### src/rtl/mmu_sequencer.sv
// Operand sequencer for an external 2x2 systolic PE array: loads A/B, skews them onto
// the array edges, captures accumulators and streams results. Optional: SEQ_RELU_EN.
module mmu_sequencer #(
    parameter int WIDTH = 8
) (
    input  logic               clk,
    input  logic               rst,
    input  logic               load_en,
    input  logic [2:0]         load_addr,
    input  logic [WIDTH-1:0]   load_data,
    input  logic               start,
    output logic [WIDTH-1:0]   a_row0,
    output logic [WIDTH-1:0]   a_row1,
    output logic [WIDTH-1:0]   b_col0,
    output logic [WIDTH-1:0]   b_col1,
    output logic               pe_clear,
    input  logic [WIDTH+3:0]   c00,
    input  logic [WIDTH+3:0]   c01,
    input  logic [WIDTH+3:0]   c10,
    input  logic [WIDTH+3:0]   c11,
    output logic               res_valid,
    input  logic               res_ready,
    output logic [WIDTH+3:0]   res_data,
    output logic [1:0]         res_idx,
    output logic               busy,
    output logic               done,
    output logic [2:0]         dbg_state_o
);

    localparam int RW = WIDTH + 4;

    localparam logic [2:0] S_IDLE    = 3'd0;
    localparam logic [2:0] S_CLEAR   = 3'd1;
    localparam logic [2:0] S_FEED    = 3'd2;
    localparam logic [2:0] S_CAPTURE = 3'd3;
    localparam logic [2:0] S_OUTPUT  = 3'd4;

    logic [2:0]       state_q, state_d;
    logic [2:0]       k_q, k_d;
    logic [1:0]       idx_q, idx_d;
    logic [2:0]       km1;

    // Operand buffer: address {B_not_A, row, col}
    logic [WIDTH-1:0] opnd_q [8];
    logic [RW-1:0]    res_q  [4];

    logic [WIDTH-1:0] a_row0_q, a_row1_q, b_col0_q, b_col1_q;
    logic [WIDTH-1:0] a_row0_d, a_row1_d, b_col0_d, b_col1_d;
    logic             pe_clear_q;

    function automatic logic [RW-1:0] capture_val(input logic [RW-1:0] v);
`ifdef SEQ_RELU_EN
        return v[RW-1] ? '0 : v;
`else
        return v;
`endif
    endfunction

    // Handshake: a result transfers on any cycle where res_valid && res_ready; while
    // res_ready is low, res_data/res_idx hold and res_valid stays high.
    always_comb begin
        state_d = state_q;
        k_d     = k_q;
        idx_d   = idx_q;
        case (state_q)
            S_IDLE: begin
                if (start) state_d = S_CLEAR;
            end
            S_CLEAR: begin
                state_d = S_FEED;
                k_d     = 3'd0;
            end
            S_FEED: begin
                if (k_q == 3'd4) begin
                    state_d = S_CAPTURE;
                    k_d     = 3'd0;
                end else begin
                    k_d = k_q + 3'd1;
                end
            end
            S_CAPTURE: begin
                state_d = S_OUTPUT;
                idx_d   = 2'd0;
            end
            S_OUTPUT: begin
                if (res_ready) begin
                    if (idx_q == 2'd3) begin
                        state_d = S_IDLE;
                        idx_d   = 2'd0;
                    end else begin
                        idx_d = idx_q + 2'd1;
                    end
                end
            end
            default: state_d = S_IDLE;
        endcase
    end

    // Edge operands are computed from the upcoming state so the registered outputs
    // line up exactly with the FEED cycle they belong to.
    always_comb begin
        a_row0_d = '0;
        a_row1_d = '0;
        b_col0_d = '0;
        b_col1_d = '0;
        km1      = k_d - 3'd1;
        if (state_d == S_FEED) begin
            if (k_d < 3'd2) begin
                a_row0_d = opnd_q[{1'b0, 1'b0, k_d[0]}];
                b_col0_d = opnd_q[{1'b1, k_d[0], 1'b0}];
            end
            if (k_d == 3'd1 || k_d == 3'd2) begin
                a_row1_d = opnd_q[{1'b0, 1'b1, km1[0]}];
                b_col1_d = opnd_q[{1'b1, km1[0], 1'b1}];
            end
        end
    end

    always_ff @(posedge clk or posedge rst) begin
        if (rst) begin
            state_q    <= S_IDLE;
            k_q        <= '0;
            idx_q      <= '0;
            pe_clear_q <= 1'b0;
            a_row0_q   <= '0;
            a_row1_q   <= '0;
            b_col0_q   <= '0;
            b_col1_q   <= '0;
            for (int i = 0; i < 8; i++) opnd_q[i] <= '0;
            for (int i = 0; i < 4; i++) res_q[i] <= '0;
        end else begin
            state_q    <= state_d;
            k_q        <= k_d;
            idx_q      <= idx_d;
            pe_clear_q <= (state_d == S_CLEAR);
            a_row0_q   <= a_row0_d;
            a_row1_q   <= a_row1_d;
            b_col0_q   <= b_col0_d;
            b_col1_q   <= b_col1_d;
            if (state_q == S_IDLE && load_en) opnd_q[load_addr] <= load_data;
            if (state_q == S_CAPTURE) begin
                res_q[0] <= capture_val(c00);
                res_q[1] <= capture_val(c01);
                res_q[2] <= capture_val(c10);
                res_q[3] <= capture_val(c11);
            end
        end
    end

    assign a_row0      = a_row0_q;
    assign a_row1      = a_row1_q;
    assign b_col0      = b_col0_q;
    assign b_col1      = b_col1_q;
    assign pe_clear    = pe_clear_q;
    assign res_valid   = (state_q == S_OUTPUT);
    assign res_idx     = idx_q;
    assign res_data    = res_q[idx_q];
    assign busy        = (state_q != S_IDLE);
    assign done        = res_valid && res_ready && (idx_q == 2'd3);
    assign dbg_state_o = state_q;

endmodule
### config.mk
export PLATFORM = sky130hd
export DESIGN_NAME = mmu_sequencer
export DESIGN_NICKNAME = d
export VERILOG_FILES = /design/src/rtl/mmu_sequencer.sv
export SDC_FILE = /design/constraint.sdc
export NUM_CORES = 1
export LEC_CHECK = 0
export CAP_MARGIN = 20
export CELL_PAD_IN_SITES_DETAIL_PLACEMENT = 0
export CELL_PAD_IN_SITES_GLOBAL_PLACEMENT = 1
export CORE_ASPECT_RATIO = 0.7
export CORE_MARGIN = 5
export CORE_UTILIZATION = 30
export CTS_CLUSTER_DIAMETER = 200
export CTS_CLUSTER_SIZE = 30
export DETAILED_ROUTE_END_ITERATION = 10
export GPL_TIMING_DRIVEN = 0
export PLACE_DENSITY_LB_ADDON = 0.1
export SYNTH_ARGS = -nofsm -noshare
export SYNTH_HDL_FRONTEND = slang
export SYNTH_SLANG_ARGS = --single-unit
### constraint.sdc
create_clock -name clk -period 5.7 [get_ports clk]
set_input_delay 0.855 -clock clk [delete_from_list [all_inputs] [get_ports clk]]
set_output_delay 0.855 -clock clk [all_outputs]
set_load 0.03 [all_outputs]
== Word-level counts from Yosys, hierarchy flattened ==
Index checks and enable logic that the tools add are counted.
Storage, ports and cells
  bits of input ports: 64
  ROM bits: 0
  register bits after elaboration: 153
  memories kept: 0
  RAM bits: 0
  word-level logic and storage cells: 93
  output and inout bits: 53
  bits in latches: 0
Operators by class
  shifts and indexed selects: 0
  divide/modulo/power cells: 0
  $lt $le $gt $ge: 8
  $mul: 0
  bitwise logic cells: 6
  multiplexer cells: 36
  add/sub/neg operators: 3
  reduce and logical (&&, ||, !) cells: 9
  equality and inequality tests: 11
Operators with widths (count)
  two-way mux 8 bit: 17
  binary-select mux 8 bit (select 3 bit): 4
  bitwise mux 64 bit: 1
  binary-select mux 12 bit (select 2 bit): 1
  demux 8 bit (select 3 bit): 1
  two-way mux 12 bit: 2
  greater-or-equal comparator 4 bit, second input constant: 5
  two-way mux 3 bit: 5
  case mux 3 bit (5 select lines): 1
  == test 3 x 2 -> 1 bit, second input constant: 4
  inverter 3 -> 4 bit: 3
  == test 3 x 1 -> 1 bit, second input constant: 3
  == test 3 bit, second input constant: 2
  case mux 3 bit (2 select lines): 1
  logical AND 1 bit: 4
  < comparator 4 x 1 -> 1 bit, second input constant: 1
  two-way mux 2 bit: 2
  inverter 1 -> 4 bit: 1
  inverter 2 -> 4 bit: 1
  case mux 2 bit (2 select lines): 1
  adder 3 x 1 -> 3 bit, second input constant: 1
  greater-or-equal comparator 3 bit, second input constant: 1
  zero test 3 bit: 1
  < comparator 3 x 2 -> 1 bit, second input constant: 1
  other kinds (9): 9

== Depth between registers and ports, before layout ==
Gate-level depths: netlist of the first run.
  depth in word-level cells: 10
  gate-level depth with buffers: 8
  gate-level depth less buffers: 7

== Worst setup path after synthesis of the first run ==
Ideal clock, no wire load.
  path kind: reg2out
  from: register idx_q[0], in the netlist res_idx[0]
  to: output port res_data[0]
  cell stages (with the launch flop): 4
  required time: 4.845 ns
  path buffers: 2
  slack: 3.068 ns
  data arrival time: 1.777 ns
  path through: dfrtp_1 -> clkbuf_1 -> buf_2 -> mux4_2
On the way
  longest elaborated chain between the ends: 4
Ends and longest elaborated chain
  from (decl): line 40  | logic [1:0] idx_q, idx_d;
  from (signal assigned): line 134  | idx_q <= idx_d;
  inverter 2 -> 3 bit (not written as such): line 157  | assign res_data = res_q[idx_q];
  binary-select mux 12 bit (select 2 bit): line 157
  two-way mux 12 bit (not written as such) (2 in a row): line 157
  to (decl): line 23  | output logic [WIDTH+3:0] res_data,
No other way between the ends. The select of a mux whose other input is x is not followed.

== Worst setup path in the final report of the first run ==
  from: register idx_q[0], in the netlist res_idx[0]
  to: output port res_data[5]
Same word-level chain as after synthesis.

==> reports/metrics.yaml, run 1 <==
cts:
  clk_pin_slew_ps: 60
  cts_buffers: 17
  cts_tree: "built"
  cts_resized: 0
  cts.path.max_buffers: 2
  htreeDepth: 4
  cts-root-buf: "clkbuf_16"
  clock_sinks: 153
  clock_latency_ps: 420
  hold_buffers: 0
  post-cts-setup-buffer-count: 0
setup_path:
  critPathCapture: "res_data[5]"
  rrSetupSlack_ps: 3270
  required_ps: 4850
  crit_fanout: 10
  worstSetupStartpointType: "flop"
  cp.depth: 4
  cpMaxStageDelayCell: "clkdlybuf4s50_1"
  cp.arrival_ps: 2770
  critical_path_class: "flop to primary output"
  r2r_end: "b_col0[2]"
  worstRegToRegCells: 8
  crit_family: "buffers and inverters"
  end_kind: "primary output"
  path_buf_inv: 3
  crit_chain: "clkbuf_1 > buf_2 > mux4_2 > clkdlybuf4s50_1"
  startpoint: "res_idx[0]"
  slowest_delay_ps: 620
  r2r-start: "k_q[0]"
drt:
  drtAntennaViolNets: 0
  via_per_inst: 4.89
  drc: 0
  wire_per_inst_microns: 19.4
  drt_iter0_markers: 191
  route.vias.total: 4412
  first_pass_iters: 4
  drt_wl_total_microns: 17500
final_layout:
  fin_nets: 673
  finalNonFillerCells: 902
  syn_to_final_growth_pct: 32.4
  final_core_util_pct: 40.2
  drive_above_1_share_pct: 29.4
sta:
  slew_headroom_pct: 51.9
  hold_slack_ps: 500
  hold_viol_final: 0
  fmax_ghz: 0.276
  rsz0062_at_grt: "false"
  min_period_ps: 3620
  worstMarginPinSlew_ps: 721
  finalMaxSlewViolations: 0
  fin_crit_sh_pct: 63.6
  skew_ps: 10.8
  setup_ws_ps: 2080
  setup_viol: 0
synth:
  syn_inst: 472
  synth_top_area_share_pct: 58.3
  yosysMostFrequentCell: "dfrtp_1"
  synthDistinctLibCells: 41
  synth_edf_count: 0
  synth-main-ff-cell: "dfrtp_1"
  ys_ff_latch: 153
  synth-seq-area-share_pct: 58.3
  syn_avg_cell_area_sq_um: 13.9
  ys_top_cells_by_count: "dfrtp_1 (153), mux2_2 (105), a21oi_1 (34)"
  yosysWarnings: 0
  synth_nets: 539
  synth_area_sq_um: 6570
  synth_top_cells_by_area: "dfrtp_1 (58%), mux2_2 (18%), mux4_2 (4.1%)"
  async_reset_ff_share_pct: 100
  yosysTopAreaCell: "dfrtp_1"
place:
  place_congestion: 0.746
  portBuffers: 114
  dp_worst_setup_slack_ps: 2450
  hpwl_microns: 12100
  dp_cells: 869
global_route:
  antenna_found_initial: 1
  grt_usage_pct: 14.4
  grt_first_pass_wirelength_microns: 28000
  grt_pass1_vias: 4771
  grt.overflow.total: 0
  grt_max_degree: 81
die:
  die_x_microns: 187
  die-area_sq_um: 25000
  io-pin-count: 117
  fp.coreArea_sq_um: 21600
  start_util_pct: 30.4
  rows: 45
  die_y_microns: 134
power_and_ir_drop:
  p_per_area_nw_per_um2: 579
  p_leak_uw: 0.00357
  total_power_uw: 5030
  ir_drop_mv: 0.208
min_path:
  min_path_type: "flop to flop"
job:
  cap_violations: 0
run_status:
  status: "finished, final reports clean"
## cell type report
cell class / instances / area, sq um
Buffer: 32 / 159
Sequential cell: 153 / 3830
Antenna cell: 1 / 2.50
Clock inverter: 11 / 136
Fill cell: 2127 / 12900
Clock buffer: 21 / 460
Multi-Input combinational cell: 281 / 2560
Tap cell: 282 / 353
Inverter: 6 / 27.5
Timing Repair Buffer: 115 / 1170
## worst min-delay path by stage
stage               cells past startpoint          to        from  slack, ps
finish                                  1   res_q[12]   res_q[12]        500
global placement                        1  opnd_q[55]  opnd_q[55]        480
detailed placement                      1   res_q[12]   res_q[12]        490
global route                            1  opnd_q[51]  opnd_q[51]        510
floorplan                               1  opnd_q[48]  opnd_q[48]        470
CTS                                     1   res_q[12]   res_q[12]        500
## placed cells by master (no fill, tap or decap), types with 4 or more instances in the layout
cell,count
and2_1,4
nor2_1,6
nand2_1,8
o211ai_1,16
nand3_1,19
mux2_2,105
inv_1,4
mux4_2,12
dfrtp_1,153
buf_2,10
clkbuf_1,18
o21a_1,4
clkinv_4,4
clkdlybuf4s50_1,114
a21oi_1,34
nand4_1,16
clkbuf_16,17
inv_6,4
mux2_4,8
o21ai_0,18
## power breakdown
part           internal (uW)  leakage (uW)  switching [uW]
Combinational            970       0.00139            1090
Sequential              1580       0.00190             243
Clock                    676      0.000285             471
## metrics by stage
step,TNS (ps),area (sq um)
floorplan,0,6570
global placement,-231730,8060
detailed placement,0,8090
CTS,0,8690
global route,0,8690
finish,0,8690
## sequential cells by signal, indices dropped and copies added, names as in the netlist
name / flops
b_col0: 8
opnd_q: 64
res_q: 48
b_col1: 8
a_row0: 8
pe_clear: 1
res_idx: 2
k_q: 3
a_row1: 8
dbg_state_o: 3
## routing by layer
layer  GRT usage, %  vias up  wire (microns)
li1               -     1999               -
met4           3.98        0             182
met3           3.46       12             603
met1           21.0     2321            8730
met5              0        -               0
met2           21.4       80            7950
## logic make-up (layout without fill, tap and decap cells)
family	count (synthesis)	in the layout	synth area share [%]
buf+inv	38	185	2.76
mux	125	125	24.0
fa+ha+maj	3	3	0.572
compound gates	79	79	7.26
simple gates	74	74	7.15
flops	153	153	58.3
other cells	0	1	0
## worst register-to-register path: stages, from the launching register on
cell and delay, ps:
dfrtp_1 440, inv_1 70, ha_1 290, nor4bb_1 170, nor4_4 460, inv_2 230
a21o_4 280, buf_6 160, a21oi_1 220
Note: power is estimated with default switching activity, not from simulation.
==> run 2: changes to the inputs <==
clock period = 2.99 ns   (was 5.7 ns; I/O delays follow)
==> run 2 against run 1 <==
Against the previous run:
- cell area shrank 0.14%
- worst hold slack gained 1.1 ps
- clock skew shrank 3.1 ps
- utilization shrank 0.058 points
- non-clock buffer count grew 1
- flip-flop and latch count is the same
- final cell count is the same
- first-iteration DRC count grew 26%
- via count shrank 0.86%
- sequential share of layout area grew 0.078 points
- highest routed layer unchanged
- critical path depth shrank 1
==> reports/metrics.yaml, run 2 (synthesized netlist as in run 1, its figures left out) <==
cts:
  clock_latency_ps: 420  # about the same
  cts_buffers: 17  # unchanged
  post-cts-setup-buffer-count: 0  # unchanged
  hold_buffers: 0  # unchanged
  htreeDepth: 4  # unchanged
  cts_tree: "built"  # unchanged
  cts.path.max_buffers: 2  # unchanged
  clock_sinks: 153  # unchanged
  clk_pin_slew_ps: 60  # about the same
  cts-root-buf: "clkbuf_16"  # unchanged
min_path:
  whs_path_depth: 1  # unchanged
  hp-start: "res_q[13]"  # was res_q[12]
  min_to: "res_q[13]"  # was res_q[12]
  min_path_type: "flop to flop"  # unchanged
final_layout:
  antenna_cells: 0  # was 1
  top_register: "opnd_q"  # unchanged
  finalNonFillerCells: 902  # unchanged
  layout.cells.most_common: "dfrtp_1"  # unchanged
  fillers: 2085  # was 2127
  largestRegisters: "opnd_q (64), res_q (48)"  # unchanged
  syn_to_final_growth_pct: 32.2  # was 32.4%
  final_cell_mix: "dfrtp_1 (152), clkdlybuf4s50_1 (114), mux2_2 (105)"  # was dfrtp_1 (153), clkdlybuf4s50_1 (114), mux2_2 (105)
  drive_above_1_share_pct: 30.2  # was 29.4%
  largest_reg_flops: 64  # unchanged
  fin_nets: 674  # was 673
global_route:
  grt_usage_pct: 14.5  # was 14.4%
  grt_pass1_vias: 4855  # was 4771
  grt_first_pass_wirelength_microns: 28500  # was 28000 microns
  grt.overflow.total: 0  # unchanged
  grt_max_degree: 42  # was 81
  antenna_found_initial: 2  # was 1
sta:
  worstMarginPinSlew_ps: 763  # was 721 ps
  fmax_ghz: 0.359
  finalMaxSlewViolations: 0  # unchanged
  setup_viol: 0  # unchanged
  hold_slack_ps: 501  # was 500 ps
  rsz0062_at_grt: "false"  # unchanged
  slew_headroom_pct: 49.0  # was 51.9%
  skew_ps: 7.63  # was 10.8 ps
  fin_crit_sh_pct: 93.3
  tns_ps: 0  # unchanged
  hold_viol_final: 0  # unchanged
  min_period_ps: 2790
  setup_ws_ps: 202  # was 2080 ps
setup_path:
  required_ps: 2540  # was 4850 ps
  r2r-start: "k_q[0]"  # unchanged
  r2r_end: "b_col0[1]"  # was b_col0[2]
  slowest_delay_ps: 620  # about the same
  cp.arrival_ps: 2340  # was 2770 ps
  crit_chain: "buf_4 > mux4_2 > clkdlybuf4s50_1"  # was clkbuf_1 > buf_2 > mux4_2 > clkdlybuf4s50_1
  critical_path_class: "flop to primary output"  # unchanged
  startpoint: "res_idx[0]"  # unchanged
  crit_family: "buffers and inverters"  # unchanged
  worstSetupStartpointType: "flop"  # unchanged
  worstRegToRegCells: 8  # unchanged
  end_kind: "primary output"  # unchanged
  rrSetupSlack_ps: 530  # was 3270 ps
  cpMaxStageDelayCell: "clkdlybuf4s50_1"  # unchanged
  crit_fanout: 10  # unchanged
  path_buf_inv: 2  # was 3
die:
  die-area_sq_um: 25000  # unchanged
  io-pin-count: 117  # unchanged
  die_y_microns: 134  # unchanged
  die_x_microns: 187  # unchanged
  start_util_pct: 30.4  # unchanged
  fp.coreArea_sq_um: 21600  # unchanged
  rows: 45  # unchanged
drt:
  drc: 0  # unchanged
  via_per_inst: 4.85  # was 4.89
  drt_iter0_markers: 240  # was 191
  wire_per_inst_microns: 19.3  # was 19.4 microns
  route.vias.total: 4374  # was 4412
  first_pass_iters: 4  # unchanged
  drtAntennaViolNets: 0  # unchanged
  drt_wl_total_microns: 17500  # about the same
place:
  hpwl_microns: 12300  # was 12100 microns
  place_congestion: 0.755  # was 0.746
  dp_worst_setup_slack_ps: 169  # was 2450 ps
  portBuffers: 114  # unchanged
  dp_cells: 871  # was 869
run_status:
  status: "finished, final reports clean"  # unchanged
power_and_ir_drop:
  ir_drop_mv: 0.435  # was 0.208 mV
  p_leak_uw: 0.00356  # was 0.00357 uW
  p_per_area_nw_per_um2: 1090  # was 579 nW/um^2
job:
  cap_violations: 0  # unchanged
run 2: cell types whose count changed in the layout (fill, tap and decap cells not counted), moves of 2 or more:
cell	delta
clkbuf_1	-2
clkinv_4	-2
bufinv_16	-2
buf_12	+3
clkinvlp_4	+2
inv_8	+2
run 2: report_power, final:
part / internal [uW] / switching (uW) / leakage [uW]
Clock: 1110 / 919 / 0.000265
Sequential: 3010 / 472 / 0.00190
Combinational: 1850 / 2090 / 0.00140
run 2: worst max path at each step:
stage                        to  slack [ps]  cells after the start
finish              res_data[0]         200                      3
global route               done          60                      4
CTS                 res_data[6]           2                      3
detailed placement  res_data[2]         170                      4
global placement      a_row0[4]        -760                      2
floorplan             a_row0[0]         610                      1
run 2: cell type report:
type                       instances  area (sq um)  area share, %
timing repair buffer             117          1200           13.8
sequential                       153          3830           44.1
clock inverter                    13           111           1.28
inverter                           6          26.3          0.303
multi-input combinational        281          2560           29.5
tap                              282           353           4.07
clock buffer                      19           443           5.10
buffer                            31           159           1.83
run 2: metal layers:
layer | global-route usage, % | vias up | part of all wire [%]
met4 | 3.69 | 0 | 0.86
met1 | 21.3 | 2274 | 50
met2 | 21.6 | 88 | 45
li1 | - | 1999 | -
met5 | 0 | - | 0
met3 | 3.56 | 13 | 4.3
run 2: stage by stage:
| stage | utilization, % | total power (uW) | cell area (sq um) |
|---|---|---|---|
| finish | 40.1 | 9450 | 8680 |
| global route | 40.1 | 10100 | 8680 |
| CTS | 40.1 | 9580 | 8680 |
| detailed placement | 37.6 | 7490 | 8120 |
| global placement | 37.3 | 7390 | 8060 |
| floorplan | - | 6080 | 6570 |
run 2: what timing repair did:
action	in CTS	in global routing
pin swaps	0	0
setup endpoints to repair	9	8
cloned	0	0
endpoints found under the hold margin	0	0
resized for setup	2	1
